### src/rtl/multicycle_control_unit.sv
// Multicycle MIPS control FSM: IR latch, FETCH/DECODE/EXEC/MEM/WB sequencing, retire counter, sticky errors.
// Define MCU_MEM_TIMEOUT_EN to enable the ihit/dhit wait watchdog (err[1]); otherwise memory waits are unbounded.
package cpu_types_pkg;
  typedef enum logic [5:0] {
    RTYPE = 6'h00, J = 6'h02, JAL = 6'h03, BEQ = 6'h04, BNE = 6'h05,
    ADDI = 6'h08, ADDIU = 6'h09, SLTI = 6'h0a, SLTIU = 6'h0b,
    ANDI = 6'h0c, ORI = 6'h0d, XORI = 6'h0e, LUI = 6'h0f,
    LW = 6'h23, SW = 6'h2b, HALT = 6'h3f
  } opcode_t;

  typedef enum logic [5:0] {
    SLLV = 6'h04, SRLV = 6'h06, JR = 6'h08,
    ADD = 6'h20, ADDU = 6'h21, SUB = 6'h22, SUBU = 6'h23,
    AND = 6'h24, OR = 6'h25, XOR = 6'h26, NOR = 6'h27,
    SLT = 6'h2a, SLTU = 6'h2b
  } funct_t;

  typedef enum logic [3:0] {
    ALU_SLL = 4'b0000, ALU_SRL = 4'b0001, ALU_ADD = 4'b0010, ALU_SUB = 4'b0011,
    ALU_AND = 4'b0100, ALU_OR = 4'b0101, ALU_XOR = 4'b0110, ALU_NOR = 4'b0111,
    ALU_SLT = 4'b1010, ALU_SLTU = 4'b1011
  } aluop_t;
endpackage

module multicycle_control_unit
  import cpu_types_pkg::*;
#(
  parameter int unsigned CNT_W    = 32,
  parameter int unsigned WAIT_MAX = 255
) (
  input  logic             CLK,
  input  logic             RST,
  input  logic [31:0]      imemload,
  input  logic             ihit,
  input  logic             dhit,
  input  logic             zero,
  output logic             iREN,
  output logic             dREN,
  output logic             dWEN,
  output logic             PCWEN,
  output logic [1:0]       pcsel,
  output logic             RegWEN,
  output logic [1:0]       Regdst,
  output logic [1:0]       wsel,
  output logic [1:0]       ALUsrc,
  output logic [3:0]       aluop,
  output logic [31:0]      instr,
  output logic             halt,
  output logic [1:0]       err,
  output logic [2:0]       state,
  output logic [CNT_W-1:0] instr_cnt
);

  typedef enum logic [2:0] {
    FETCH = 3'd0, DECODE = 3'd1, EXEC = 3'd2, MEM = 3'd3,
    WB = 3'd4, HALTED = 3'd5, ERROR = 3'd6
  } state_t;

  typedef enum logic [3:0] {
    K_RALU, K_IALU, K_LUI, K_LW, K_SW, K_J, K_JAL, K_JR, K_BEQ, K_BNE, K_HALT, K_ILLEGAL
  } kind_t;

  state_t           st;
  logic [31:0]      ir;
  logic [CNT_W-1:0] cnt;
  logic [1:0]       err_q;
  kind_t            kind;
  aluop_t           op_alu;
  logic [1:0]       op_src;
  logic             wait_expired;

`ifdef MCU_MEM_TIMEOUT_EN
  localparam int unsigned WW = $clog2(WAIT_MAX + 1);
  logic [WW-1:0] wcnt;
  logic          waiting;
  assign waiting      = (st == FETCH && !ihit) || (st == MEM && !dhit);
  // Fires on the WAIT_MAXth missing cycle; a hit in that same cycle still wins.
  assign wait_expired = (wcnt == WW'(WAIT_MAX - 1));
`else
  assign wait_expired = 1'b0;
`endif

  always_comb begin
    kind   = K_ILLEGAL;
    op_alu = ALU_SLL;
    op_src = 2'd0;
    case (opcode_t'(ir[31:26]))
      RTYPE: begin
        kind = K_RALU;
        case (funct_t'(ir[5:0]))
          SLLV:      op_alu = ALU_SLL;
          SRLV:      op_alu = ALU_SRL;
          JR:        kind   = K_JR;
          ADD, ADDU: op_alu = ALU_ADD;
          SUB, SUBU: op_alu = ALU_SUB;
          AND:       op_alu = ALU_AND;
          OR:        op_alu = ALU_OR;
          XOR:       op_alu = ALU_XOR;
          NOR:       op_alu = ALU_NOR;
          SLT:       op_alu = ALU_SLT;
          SLTU:      op_alu = ALU_SLTU;
          default:   kind   = K_ILLEGAL;
        endcase
      end
      J:           kind = K_J;
      JAL:         kind = K_JAL;
      BEQ:         begin kind = K_BEQ;  op_alu = ALU_SUB; end
      BNE:         begin kind = K_BNE;  op_alu = ALU_SUB; end
      ADDI, ADDIU: begin kind = K_IALU; op_alu = ALU_ADD;  op_src = 2'd1; end
      SLTI:        begin kind = K_IALU; op_alu = ALU_SLT;  op_src = 2'd1; end
      SLTIU:       begin kind = K_IALU; op_alu = ALU_SLTU; op_src = 2'd1; end
      ANDI:        begin kind = K_IALU; op_alu = ALU_AND;  op_src = 2'd2; end
      ORI:         begin kind = K_IALU; op_alu = ALU_OR;   op_src = 2'd2; end
      XORI:        begin kind = K_IALU; op_alu = ALU_XOR;  op_src = 2'd2; end
      LUI:         kind = K_LUI;
      LW:          begin kind = K_LW;   op_alu = ALU_ADD;  op_src = 2'd1; end
      SW:          begin kind = K_SW;   op_alu = ALU_ADD;  op_src = 2'd1; end
      HALT:        kind = K_HALT;
      default:     kind = K_ILLEGAL;
    endcase
  end

  always_ff @(posedge CLK) begin
    if (RST) begin
      st    <= FETCH;
      ir    <= '0;
      cnt   <= '0;
      err_q <= '0;
`ifdef MCU_MEM_TIMEOUT_EN
      wcnt  <= '0;
`endif
    end else begin
`ifdef MCU_MEM_TIMEOUT_EN
      wcnt <= (waiting && !wait_expired) ? wcnt + WW'(1) : '0;
`endif
      case (st)
        FETCH: begin
          if (ihit) begin
            ir <= imemload;
            st <= DECODE;
          end else if (wait_expired) begin
            err_q[1] <= 1'b1;
            st       <= ERROR;
          end
        end
        DECODE: begin
          if (kind == K_HALT) begin
            st <= HALTED;
          end else if (kind == K_ILLEGAL) begin
            err_q[0] <= 1'b1;
            st       <= ERROR;
          end else begin
            st <= EXEC;
          end
        end
        EXEC: begin
          case (kind)
            K_J, K_JR, K_BEQ, K_BNE: begin
              cnt <= cnt + CNT_W'(1);
              st  <= FETCH;
            end
            K_LW, K_SW: st <= MEM;
            default:    st <= WB;
          endcase
        end
        MEM: begin
          if (dhit) begin
            if (kind == K_LW) begin
              st <= WB;
            end else begin
              cnt <= cnt + CNT_W'(1);
              st  <= FETCH;
            end
          end else if (wait_expired) begin
            err_q[1] <= 1'b1;
            st       <= ERROR;
          end
        end
        WB: begin
          cnt <= cnt + CNT_W'(1);
          st  <= FETCH;
        end
        HALTED:  st <= HALTED;
        ERROR:   st <= ERROR;
        default: st <= FETCH;
      endcase
    end
  end

  // Outputs decode from registered state/IR; RST forces everything low combinationally.
  always_comb begin
    iREN      = 1'b0;
    dREN      = 1'b0;
    dWEN      = 1'b0;
    PCWEN     = 1'b0;
    pcsel     = 2'd0;
    RegWEN    = 1'b0;
    Regdst    = 2'd0;
    wsel      = 2'd0;
    ALUsrc    = 2'd0;
    aluop     = 4'd0;
    instr     = '0;
    halt      = 1'b0;
    err       = '0;
    state     = 3'd0;
    instr_cnt = '0;
    if (!RST) begin
      instr     = ir;
      err       = err_q;
      state     = st;
      instr_cnt = cnt;
      case (st)
        FETCH:  iREN = 1'b1;
        DECODE: PCWEN = 1'b1;
        EXEC: begin
          aluop  = op_alu;
          ALUsrc = op_src;
          case (kind)
            K_J, K_JAL: begin PCWEN = 1'b1;  pcsel = 2'd1; end
            K_JR:       begin PCWEN = 1'b1;  pcsel = 2'd2; end
            K_BEQ:      begin PCWEN = zero;  pcsel = 2'd3; end
            K_BNE:      begin PCWEN = !zero; pcsel = 2'd3; end
            default:    ;
          endcase
        end
        MEM: begin
          aluop  = op_alu;
          ALUsrc = op_src;
          dREN   = (kind == K_LW);
          dWEN   = (kind == K_SW);
        end
        WB: begin
          RegWEN = 1'b1;
          case (kind)
            K_IALU:  Regdst = 2'd1;
            K_LW:    begin Regdst = 2'd1; wsel = 2'd1; end
            K_LUI:   begin Regdst = 2'd1; wsel = 2'd3; end
            K_JAL:   begin Regdst = 2'd2; wsel = 2'd2; end
            default: ;
          endcase
        end
        HALTED, ERROR: halt = 1'b1;
        default: ;
      endcase
    end
  end

endmodule

### config.mk
export PLATFORM = sky130hd
export DESIGN_NAME = multicycle_control_unit
export DESIGN_NICKNAME = d
export VERILOG_FILES = /design/src/rtl/multicycle_control_unit.sv
export SDC_FILE = /design/constraint.sdc
export NUM_CORES = 1
export LEC_CHECK = 0
export BUFFER_PORTS_ARGS = -buffer_cell sky130_fd_sc_hd__buf_2
export CAP_MARGIN = 20
export CORE_MARGIN = 2
export CORE_UTILIZATION = 55
export CTS_BUF_LIST = sky130_fd_sc_hd__clkbuf_4 sky130_fd_sc_hd__clkbuf_8 sky130_fd_sc_hd__clkbuf_16
export DETAILED_ROUTE_END_ITERATION = 8
export PLACE_DENSITY_LB_ADDON = 0.2
export SKIP_CTS_REPAIR_TIMING = 1
export SYNTH_ARGS = -nofsm -noshare
export SYNTH_HDL_FRONTEND = slang
export SYNTH_SLANG_ARGS = --single-unit
### constraint.sdc
create_clock -name CLK -period 5.8 [get_ports CLK]
set_input_delay 0.58 -clock CLK [delete_from_list [all_inputs] [get_ports CLK]]
set_output_delay 0.58 -clock CLK [all_outputs]
set_load 0.1 [all_outputs]
== Word level (Yosys, flattened, before mapping) ==
Index checks and enable logic that the tools add are counted.
Cells by class
  bitwise logic cells: 1
  eq/ne operators: 49
  reductions and logical operators: 24
  add/subtract/negate cells: 1
  muxes and demuxes: 46
Operator list (number)
  two-way mux 32 bit: 5
  one-hot mux 32 bit (3 select lines): 1
  == test 6 bit (second input constant): 13
  == test 6 x 4 -> 1 bit (second input constant): 9
  one-hot mux 4 bit (10 select lines): 1
  one-hot mux 4 bit (9 select lines): 1
  adder 32 x 1 -> 32 bit (second input constant): 1
  one-hot mux 4 bit (8 select lines): 1
  == test 6 x 3 -> 1 bit (second input constant): 4
  two-way mux 3 bit: 6
  one-hot mux 3 bit (6 select lines): 1
  == test 4 x 3 -> 1 bit (second input constant): 4
  == test 4 bit (second input constant): 4
  two-way mux 2 bit: 8
  OR reduction 2 bit: 8
  == test 6 x 2 -> 1 bit (second input constant): 2
  two-way mux 1 bit: 12
  one-hot mux 2 bit (3 select lines): 2
  OR reduction 12 bit: 1
  == test 3 bit (second input constant): 3
  OR reduction 3 bit: 3
  == test 4 x 2 -> 1 bit (second input constant): 2
  two-way mux 4 bit: 2
  one-hot mux 2 bit (2 select lines): 2
  20 further kinds: 25
Storage, ports and cells
  output and inout port bits: 87
  logic and storage cells: 125
  input bits: 37
  register bits: 68

== Depth between registers and ports, before layout ==
Gate-level depths: netlist of run 1.
  depth after elaboration: 9
  depth in mapped cells: 8
  depth with buffers taken out: 6

== Worst setup path before layout of run 1 ==
Ideal clock, no wire load.
  path kind: input to output
  from: input port RST
  to: output port Regdst[1]
  required time: 5.220 ns
  arrival: 5.444 ns
  buffers on the path: 1
  stages: 5
  path slack: -0.224 ns
  cells stage by stage: clkbuf_1 -> nand2b_1 -> nor3_1 -> nand2_1 -> nor3_1
Between the ends
  word-level cells in the longest chain between the ends: 1
Ends and longest elaborated chain
  start, declared: RTL line 32  | input logic RST,
  two-way mux 2 bit: RTL line 207  | if (!RST) begin
  end, declared: RTL line 43  | output logic [1:0] Regdst,
No other way between the ends.

== Worst setup path after layout of run 1 ==
  from: register ir[29]
  to: output port PCWEN
Between the ends
  word-level cells in the longest chain between the ends: 8
  elaborated cells between the ends (all ways): 27
  classes of those cells: eq/ne: 20; mux: 4; reduce/logical: 3
Ends and longest elaborated chain
  start, declared: RTL line 64  | logic [31:0] ir;
  start signal, assigned: RTL line 139  | ir <= imemload;
  == test 6 x 4 -> 1 bit: RTL line 87  | case (opcode_t'(ir[31:26]))
  OR reduction 7 bit (no line)
  one-hot mux 4 bit (10 select lines) (*): RTL line 87
  == test 4 x 3 -> 1 bit: RTL line 218  | case (kind)
  OR reduction 3 bit (no line)
  one-hot mux 1 bit (3 select lines) (*): RTL line 218
  one-hot mux 1 bit (2 select lines) (*): RTL line 212  | case (st)
  two-way mux 1 bit (*): RTL line 207
  end, declared: RTL line 40  | output logic PCWEN,
Mark *: on every way between the ends. The rest lies on a longest branch, timed or not.

==> results of run 1 <==
## worst register-to-register path: stages, from the launching register on
cell and delay, ns:
dfxtp_1 0.65, nand3_1 0.27, or4_4 0.50, a311oi_2 0.81, nor3_2 0.21, and3_1 0.26, mux2_4 0.29
## registers in the layout, summed over array words and instances (netlist names)
register and flops:
cnt 32, st 3, err_q 1, ir 32
## final timing paths
path | to | cells past startpoint
worst max-delay path | PCWEN | 7
worst min-delay path | ir[19] | 2
worst max register to register | cnt[23] | 6
worst min register to register | ir[19] | 2
## power by group
| part | internal, mW | switching [mW] | leakage (nW) | total (mW) |
|---|---|---|---|---|
| sequential | 0.521 | 0.0822 | 0.553 | 0.603 |
| clock | 0.202 | 0.192 | 0.104 | 0.394 |
| combinational | 0.212 | 0.552 | 1.46 | 0.764 |
| total | 0.935 | 0.826 | 2.12 | 1.76 |
## per-stage QoR
| step | worst slack, ns | utilization, % | instances | hold slack [ns] |
|---|---|---|---|---|
| 3_5_place_dp | 2.43 | 64.5 | 734 | 0.442 |
| 2_1_floorplan | 0.139 | - | 549 | 0.432 |
| 4_1_cts | 2.05 | 67.2 | 750 | 0.453 |
| 3_3_place_gp | 2.59 | 64.5 | 734 | 0.437 |
| 5_1_grt | 1.74 | 67.6 | 751 | 0.454 |
| 6_report | 2.06 | 67.6 | 751 | 0.451 |
## routing by layer
metal	vias up	track usage (%)	part of all wire, %
met5	-	0	0
met2	148	40.6	49
met4	0	6.92	1.0
met3	14	6.93	6.4
met1	1849	29.4	43
li1	2067	-	-
## cell type report
cell class / count / area, um^2 / area share [%]
clock buffer: 9 / 124 / 2.55
clock inverter: 7 / 75.1 / 1.55
tap: 99 / 124 / 2.55
multi-input combinational: 434 / 2470 / 51.0
sequential: 68 / 1360 / 28.1
inverter: 8 / 30.0 / 0.619
timing repair buffer: 126 / 663 / 13.7
## cells by family after synthesis
family,share of synthesized area (%)
other cells,0.0933
flops,33.9
simple gates,40.0
mux,6.79
fa+ha+maj,0.311
buf+inv,4.80
xor+xnor,1.31
compound gates,12.9
## layout by cell type (no fill, tap or decap), types with 4 or more instances in the layout
master and count:
buf_2 121, nand2_1 95, nor2b_1 72, dfxtp_1 68, nor2_1 58, a21oi_1 50, mux2_2 22, nand3_1 18
o21ai_0 12, nand4_1 12, nor3_1 11, nand2b_1 9, clkbuf_8 9, inv_1 8, and3_1 6, and2_1 6
o22ai_1 5, xnor2_1 5, and4_1 5, or3_1 4, nor4_1 4, buf_4 4
==> impl_metrics.json, run 1 <==
{
  "required_ns": 5.22,
  "overflow": 0,
  "first_pass_iters": 7,
  "min_period_over_period_pct": 64.4,
  "core_um2": 7180,
  "antenna_found_initial": 0,
  "p_leak_nw": 2.12,
  "rsz0062_at_grt": "false",
  "synth_common_cells": "nand2_1 (95), nor2b_1 (72), dfxtp_1 (68)",
  "place.gp.congestion": 0.881,
  "grt_pass1_wl_mm": 15.0,
  "wl_per_cell_um": 13.3,
  "synth_top_area_share_pct": 33.9,
  "ys_types": 55,
  "cpLargestDelayFamily": "simple AND/OR/NAND/NOR gates",
  "place_area_um2": 4630,
  "yosys_warnings": 0,
  "tightest_slew_ns": 0.895,
  "tns_ns": 0,
  "ys_ff_latch": 68,
  "die_y_um": 89.5,
  "path_max_fanout": 19,
  "skew_ns": 0.0128,
  "finish.instance_area_um2": 4850,
  "syn_nets": 587,
  "ys_top_cells_by_area": "dfxtp_1 (34%), nor2b_1 (11%), nand2_1 (8.9%)",
  "syn_inst": 549,
  "drv_cap": 0,
  "critical_path_buf_inv_count": 1,
  "slew_headroom_pct": 40.3,
  "min-delay-start": "ir[19]",
  "hold_violations": 0,
  "io_pins": 124,
  "total_power_mw": 1.76,
  "avgViaCountPerCell": 5.43,
  "clkLatencyLatePin_ns": 0.34,
  "cts.reportedPaths.clkPinSlew_ns": 0.08,
  "drv_slew": 0,
  "ir_drop_mv": 0.230,
  "grt_max_degree": 95,
  "area_growth_pct": 20.8,
  "min_path_type": "register to register",
  "numClockSinks": 68,
  "critical_path_class": "register to output pin",
  "synth_edf_count": 0,
  "yosysSeqAreaShare_pct": 33.9,
  "end_kind": "output pin",
  "layout.nets": 685,
  "p_per_area_nw_per_um2": 363,
  "critical_path.slowest_cell": "dfxtp_1",
  "dp_hpwl_mm": 7.21,
  "reg2reg_from": "ir[27]",
  "drt_iter0_drc": 196,
  "drc_errors": 0,
  "cts_buffers": 9,
  "portBuffers": 122,
  "period_minus_slack_ns": 3.74,
  "crit_start": "ir[29]",
  "fp.dieArea_um2": 8000,
  "die_x_um": 89.5,
  "start_util_pct": 56.0,
  "max_stage_delay_ns": 0.50,
  "cts_root_buf": "clkbuf_8",
  "max_freq_ghz": 0.268,
  "cp_cell_sequence": "or3_4, nor4_2, o311ai_0, and2_1, a21o_1, a221oi_1, buf_2",
  "nFillCells": 628,
  "avgSynthCellArea_um2": 7.32,
  "via_count": 4078,
  "synth_area_leader_cell": "dfxtp_1",
  "synth_most_common_cell": "nand2_1",
  "syn_area_um2": 4020,
  "finalSetupViolCount": 0,
  "reg2reg_slack_ns": 2.69,
  "track_usage_pct": 23.9,
  "cts_tree": "yes",
  "async_flop_share_pct": 0,
  "synth_flop_cell": "dfxtp_1",
  "cp-start-kind": "register",
  "drt_wl_total_mm": 9.95,
  "status": "completed",
  "n_antenna_cell": 0,
  "drive_gt1_share_pct": 26.8,
  "rows": 31,
  "clk_path_buf_depth": 2,
  "htree_levels": 3,
  "cp_data_arrival_time_ns": 3.16,
  "ant_nets": 0,
  "grt_pass1_vias": 3354
}
Power figures use the tool's default switching activity.
==> inputs of run 2 (changes only) <==
--- a/config.mk
+++ b/config.mk
@@ -8,7 +8,7 @@
 export BUFFER_PORTS_ARGS = -buffer_cell sky130_fd_sc_hd__buf_2
 export CAP_MARGIN = 20
 export CORE_MARGIN = 2
-export CORE_UTILIZATION = 55
+export CORE_UTILIZATION = 52
 export CTS_BUF_LIST = sky130_fd_sc_hd__clkbuf_4 sky130_fd_sc_hd__clkbuf_8 sky130_fd_sc_hd__clkbuf_16
 export DETAILED_ROUTE_END_ITERATION = 8
 export PLACE_DENSITY_LB_ADDON = 0.2
==> constraint.sdc (replaced) <==
create_clock -name CLK -period 3.8 [get_ports CLK]
set_input_delay 0.38 -clock CLK [delete_from_list [all_inputs] [get_ports CLK]]
set_output_delay 0.38 -clock CLK [all_outputs]
set_load 0.1 [all_outputs]
==> impl_metrics.json, run 2 (synthesis results as in run 1) <==
{
  "grt_max_degree": 81,
  "io_pins": 124,
  "cp_data_arrival_time_ns": 3.18,
  "max_stage_delay_ns": 0.50,
  "post-route-util_pct": 64.7,
  "cp-start-kind": "register",
  "first_pass_iters": 4,
  "overflow": 0,
  "skew_ns": 0.0114,
  "drv_slew": 0,
  "clkLatencyLatePin_ns": 0.34,
  "drt_wl_total_mm": 10.4,
  "tns_ns": 0,
  "drt_iter0_drc": 186,
  "min_period_over_period_pct": 93.8,
  "die_y_um": 91.9,
  "cts_root_buf": "clkbuf_8",
  "drive_gt1_share_pct": 28.3,
  "cp_cell_sequence": "or3_4, nor4_2, o311ai_0, and2_1, a21o_1, a221oi_2, buf_2",
  "rr_endpoint": "cnt[26]",
  "endpoint": "PCWEN",
  "end_kind": "output pin",
  "p_leak_nw": 2.14,
  "start_util_pct": 52.8,
  "crit_start": "ir[29]",
  "path_max_fanout": 19,
  "stdcell_count": 755,
  "critical_path.slowest_cell": "dfxtp_1",
  "wl_per_cell_um": 13.8,
  "n_antenna_cell": 0,
  "reg2reg_from": "ir[29]",
  "cts.reportedPaths.clkPinSlew_ns": 0.08,
  "avgViaCountPerCell": 5.34,
  "clk_path_buf_depth": 2,
  "final_common_cell": "buf_2",
  "reg_top3": "cnt: 32 flops, ir: 32 flops, st: 3 flops",
  "drv_cap": 0,
  "via_count": 4031,
  "core_um2": 7610,
  "period_minus_slack_ns": 3.56,
  "reg2reg_depth": 7,
  "critical_path_class": "register to output pin",
  "layout_common_cells": "buf_2 (121), nand2_1 (95), nor2b_1 (71), dfxtp_1 (68), nor2_1 (56)",
  "status": "completed",
  "htree_levels": 3,
  "cts_tree": "yes",
  "numClockSinks": 68,
  "place.gp.congestion": 0.892,
  "layout.nets": 686,
  "antenna_found_initial": 0,
  "grt_pass1_wl_mm": 17.0,
  "rsz0062_at_grt": "false",
  "dp_hpwl_mm": 7.44,
  "ir_drop_mv": 0.461,
  "hold_violations": 0,
  "die_x_um": 91.9,
  "ant_nets": 0,
  "p_per_area_nw_per_um2": 554,
  "max_freq_ghz": 0.281,
  "area_growth_pct": 22.5,
  "slew_headroom_pct": 32.7,
  "reg2reg_slack_ns": 0.80,
  "finalSetupViolCount": 0,
  "portBuffers": 122,
  "placed_cells": 737,
  "track_usage_pct": 24.5,
  "cts_buffers": 9,
  "rows": 32,
  "grt_pass1_vias": 3746,
  "tightest_slew_ns": 1.00,
  "min_path_type": "input pin to register",
  "required_ns": 3.42,
  "fp.dieArea_um2": 8450,
  "drc_errors": 0
}
run 2: changes by cell type in the layout (fill, tap and decap cells not counted), moves of 2 or more:
cell     before  now
nor2_1       58   56
a21oi_1      50   47
a21oi_2       0    3
inv_6         2    0
nor2_2        0    2
run 2: worst min-delay path by stage:
stage	from	end	slack (ns)	cells past startpoint
detailed placement	ir[14]	ir[14]	0.44	2
global placement	ir[12]	ir[12]	0.44	2
CTS	imemload[15]	ir[15]	0.26	3
finish	imemload[8]	ir[8]	0.27	3
global route	imemload[9]	ir[9]	0.26	3
floorplan	ir[10]	ir[10]	0.43	2
run 2: critical path: cells and delay by family (launching register included):
family / cells / cell delay (ns)
buf+inv: 1 / 0.47
compound gates: 3 / 0.80
simple gates: 3 / 1.08
flops: 1 / 0.50
run 2: per-layer routing:
layer,up-vias,GRT usage (%),wire (um)
li1,2050,-,-
met1,1845,30.7,4690
met2,118,41.9,4990
met3,18,6.16,555
met4,0,6.84,163
met5,-,0,0
run 2: power by group:
group	internal, mW	leakage (nW)	total (mW)	switching (mW)
Clock	0.310	0.0996	0.598	0.287
Combinational	0.341	1.49	1.20	0.862
Sequential	0.795	0.553	0.926	0.131
run 2: cell type report:
class / instances / area [um^2]
Multi-Input combinational cell: 434 / 2530
Timing Repair Buffer: 127 / 678
Clock buffer: 10 / 131
Inverter: 8 / 30.0
Tap cell: 102 / 128
Fill cell: 751 / 2690
Clock inverter: 6 / 65.1
Sequential cell: 68 / 1360
run 2: through the flow:
| stage | area (um^2) | power [mW] | hold WS [ns] | setup WS (ns) |
|---|---|---|---|---|
| 2_1_floorplan | 4080 | 1.90 | 0.432 | 0.0628 |
| 3_3_place_gp | 4680 | 2.08 | 0.437 | 0.786 |
| 3_5_place_dp | 4680 | 2.10 | 0.442 | 0.651 |
| 4_1_cts | 4880 | 2.69 | 0.261 | 0.281 |
| 5_1_grt | 4920 | 2.88 | 0.260 | 0.110 |
| 6_report | 4920 | 2.73 | 0.274 | 0.236 |
==> inputs of run 3 (changes only) <==
--- a/config.mk
+++ b/config.mk
@@ -6,7 +6,6 @@
 export NUM_CORES = 1
 export LEC_CHECK = 0
 export BUFFER_PORTS_ARGS = -buffer_cell sky130_fd_sc_hd__buf_2
-export CAP_MARGIN = 20
 export CORE_MARGIN = 2
 export CORE_UTILIZATION = 52
 export CTS_BUF_LIST = sky130_fd_sc_hd__clkbuf_4 sky130_fd_sc_hd__clkbuf_8 sky130_fd_sc_hd__clkbuf_16
==> constraint.sdc (replaced) <==
create_clock -name CLK -period 3.8 [get_ports CLK]
set_input_delay 0.76 -clock CLK [delete_from_list [all_inputs] [get_ports CLK]]
set_output_delay 0.76 -clock CLK [all_outputs]
set_load 0.1 [all_outputs]
==> impl_metrics.json, run 3 (synthesis results as in run 1) <==
{
  "place.gp.congestion": 0.885,
  "finalWorstSetupSlack_ns": 0.194,
  "path_max_fanout": 14,
  "cts.reportedPaths.clkPinSlew_ns": 0.09,
  "n_antenna_cell": 0,
  "min_path_type": "register to register",
  "rows": 32,
  "core_um2": 7610,
  "io_pins": 124,
  "min_path_cells": 2,
  "register_area_um2": 1360,
  "placed_cells": 739,
  "grt_max_degree": 124,
  "status": "completed",
  "slew_headroom_pct": 22.6,
  "finalSetupViolCount": 0,
  "p_leak_nw": 2.13,
  "clkLatencyLatePin_ns": 0.34,
  "skew_ns": 0.00991,
  "ant_nets": 0,
  "avgViaCountPerCell": 5.39,
  "die_x_um": 91.9,
  "period_minus_slack_ns": 3.61,
  "cp_data_arrival_time_ns": 2.85,
  "antenna_found_initial": 0,
  "first_pass_iters": 5,
  "post-place-ws_ns": 0.341,
  "finalHoldWorstSlack_ns": 0.452,
  "drv_cap": 0,
  "drt_iter0_drc": 210,
  "portBuffers": 122,
  "reg_top3": "cnt: 32 flops, ir: 32 flops, st: 3 flops",
  "layout.nets": 686,
  "crit_start": "ir[31]",
  "area_growth_pct": 22.9,
  "cts_buffers": 9,
  "via_count": 4070,
  "layout_common_cells": "buf_2 (120), nand2_1 (95), nor2b_1 (71), dfxtp_1 (68), nor2_1 (53)",
  "tightest_slew_ns": 1.16,
  "reg2reg_from": "ir[27]",
  "track_usage_pct": 24.7,
  "ir_drop_mv": 0.373,
  "hold_violations": 0,
  "nFillCells": 712,
  "required_ns": 3.04,
  "fp.dieArea_um2": 8450,
  "multiInputGateArea_um2": 2550,
  "overflow": 0,
  "reg2reg_depth": 7,
  "die_y_um": 91.9,
  "max_freq_ghz": 0.277,
  "stdcell_count": 755,
  "min_period_over_period_pct": 94.9,
  "drt_wl_total_mm": 10.2,
  "cts_tree": "yes",
  "numClockSinks": 68,
  "htree_levels": 3,
  "grt_pass1_vias": 3659,
  "drv_slew": 0,
  "wl_per_cell_um": 13.6,
  "cp-start-kind": "register",
  "min-delay-start": "ir[7]",
  "final_common_cell": "buf_2",
  "drive_gt1_share_pct": 29.1,
  "drc_errors": 0,
  "clk_path_buf_depth": 2,
  "cts_root_buf": "clkbuf_8",
  "end_kind": "output pin",
  "grt_pass1_wl_mm": 17.0,
  "critical_path_class": "register to output pin",
  "start_util_pct": 52.8,
  "dp_hpwl_mm": 7.33,
  "p_per_area_nw_per_um2": 550
}
## run 3: through the flow
| step | cell area, um^2 | setup TNS (ns) | utilization [%] | total power, mW |
|---|---|---|---|---|
| CTS | 4930 | -0.0591 | 64.9 | 2.73 |
| detailed placement | 4740 | 0 | 62.3 | 2.11 |
| global route | 4940 | -0.00604 | 64.9 | 2.88 |
| global placement | 4740 | 0 | 62.3 | 2.10 |
| floorplan | 4110 | -1.02 | - | 1.91 |
| finish | 4940 | 0 | 64.9 | 2.72 |
## run 3: where the power goes
group,switching [mW],total [mW],internal [mW]
clock network,0.304,0.609,0.305
logic,0.876,1.20,0.319
registers,0.117,0.912,0.795
total,1.30,2.72,1.42
## run 3: path summary, 6_finish.rpt
check / endpoint / slack [ns]
max reg2reg: cnt[23] / 1.05
max: PCWEN / 0.19
min: ir[7] / 0.45
min reg2reg: ir[7] / 0.45
## run 3: cell type report
type	count	share of cell area (%)
clock buffers	9	2.51
clock inverters	7	1.52
inverters	8	0.608
multi-input cells	434	51.7
flip-flops and latches	68	27.6
well taps	102	2.58
repair buffers	127	13.5
## run 3: per-layer routing
layer	global-route usage (%)	up-vias	part of all wire (%)
li1	-	2065	-
met1	31.9	1843	44
met2	41.1	148	48
met3	6.33	14	6.9
met4	6.47	0	0.96
met5	0	-	0
## run 3: worst max-delay path, cell delays in order (launching register included)
cell and delay (ns):
dfxtp_1 0.43, or3_4 0.46, nor4_2 0.28, o311ai_1 0.28, and2_1 0.28, a21o_1 0.19
a221oi_4 0.23, buf_4 0.33
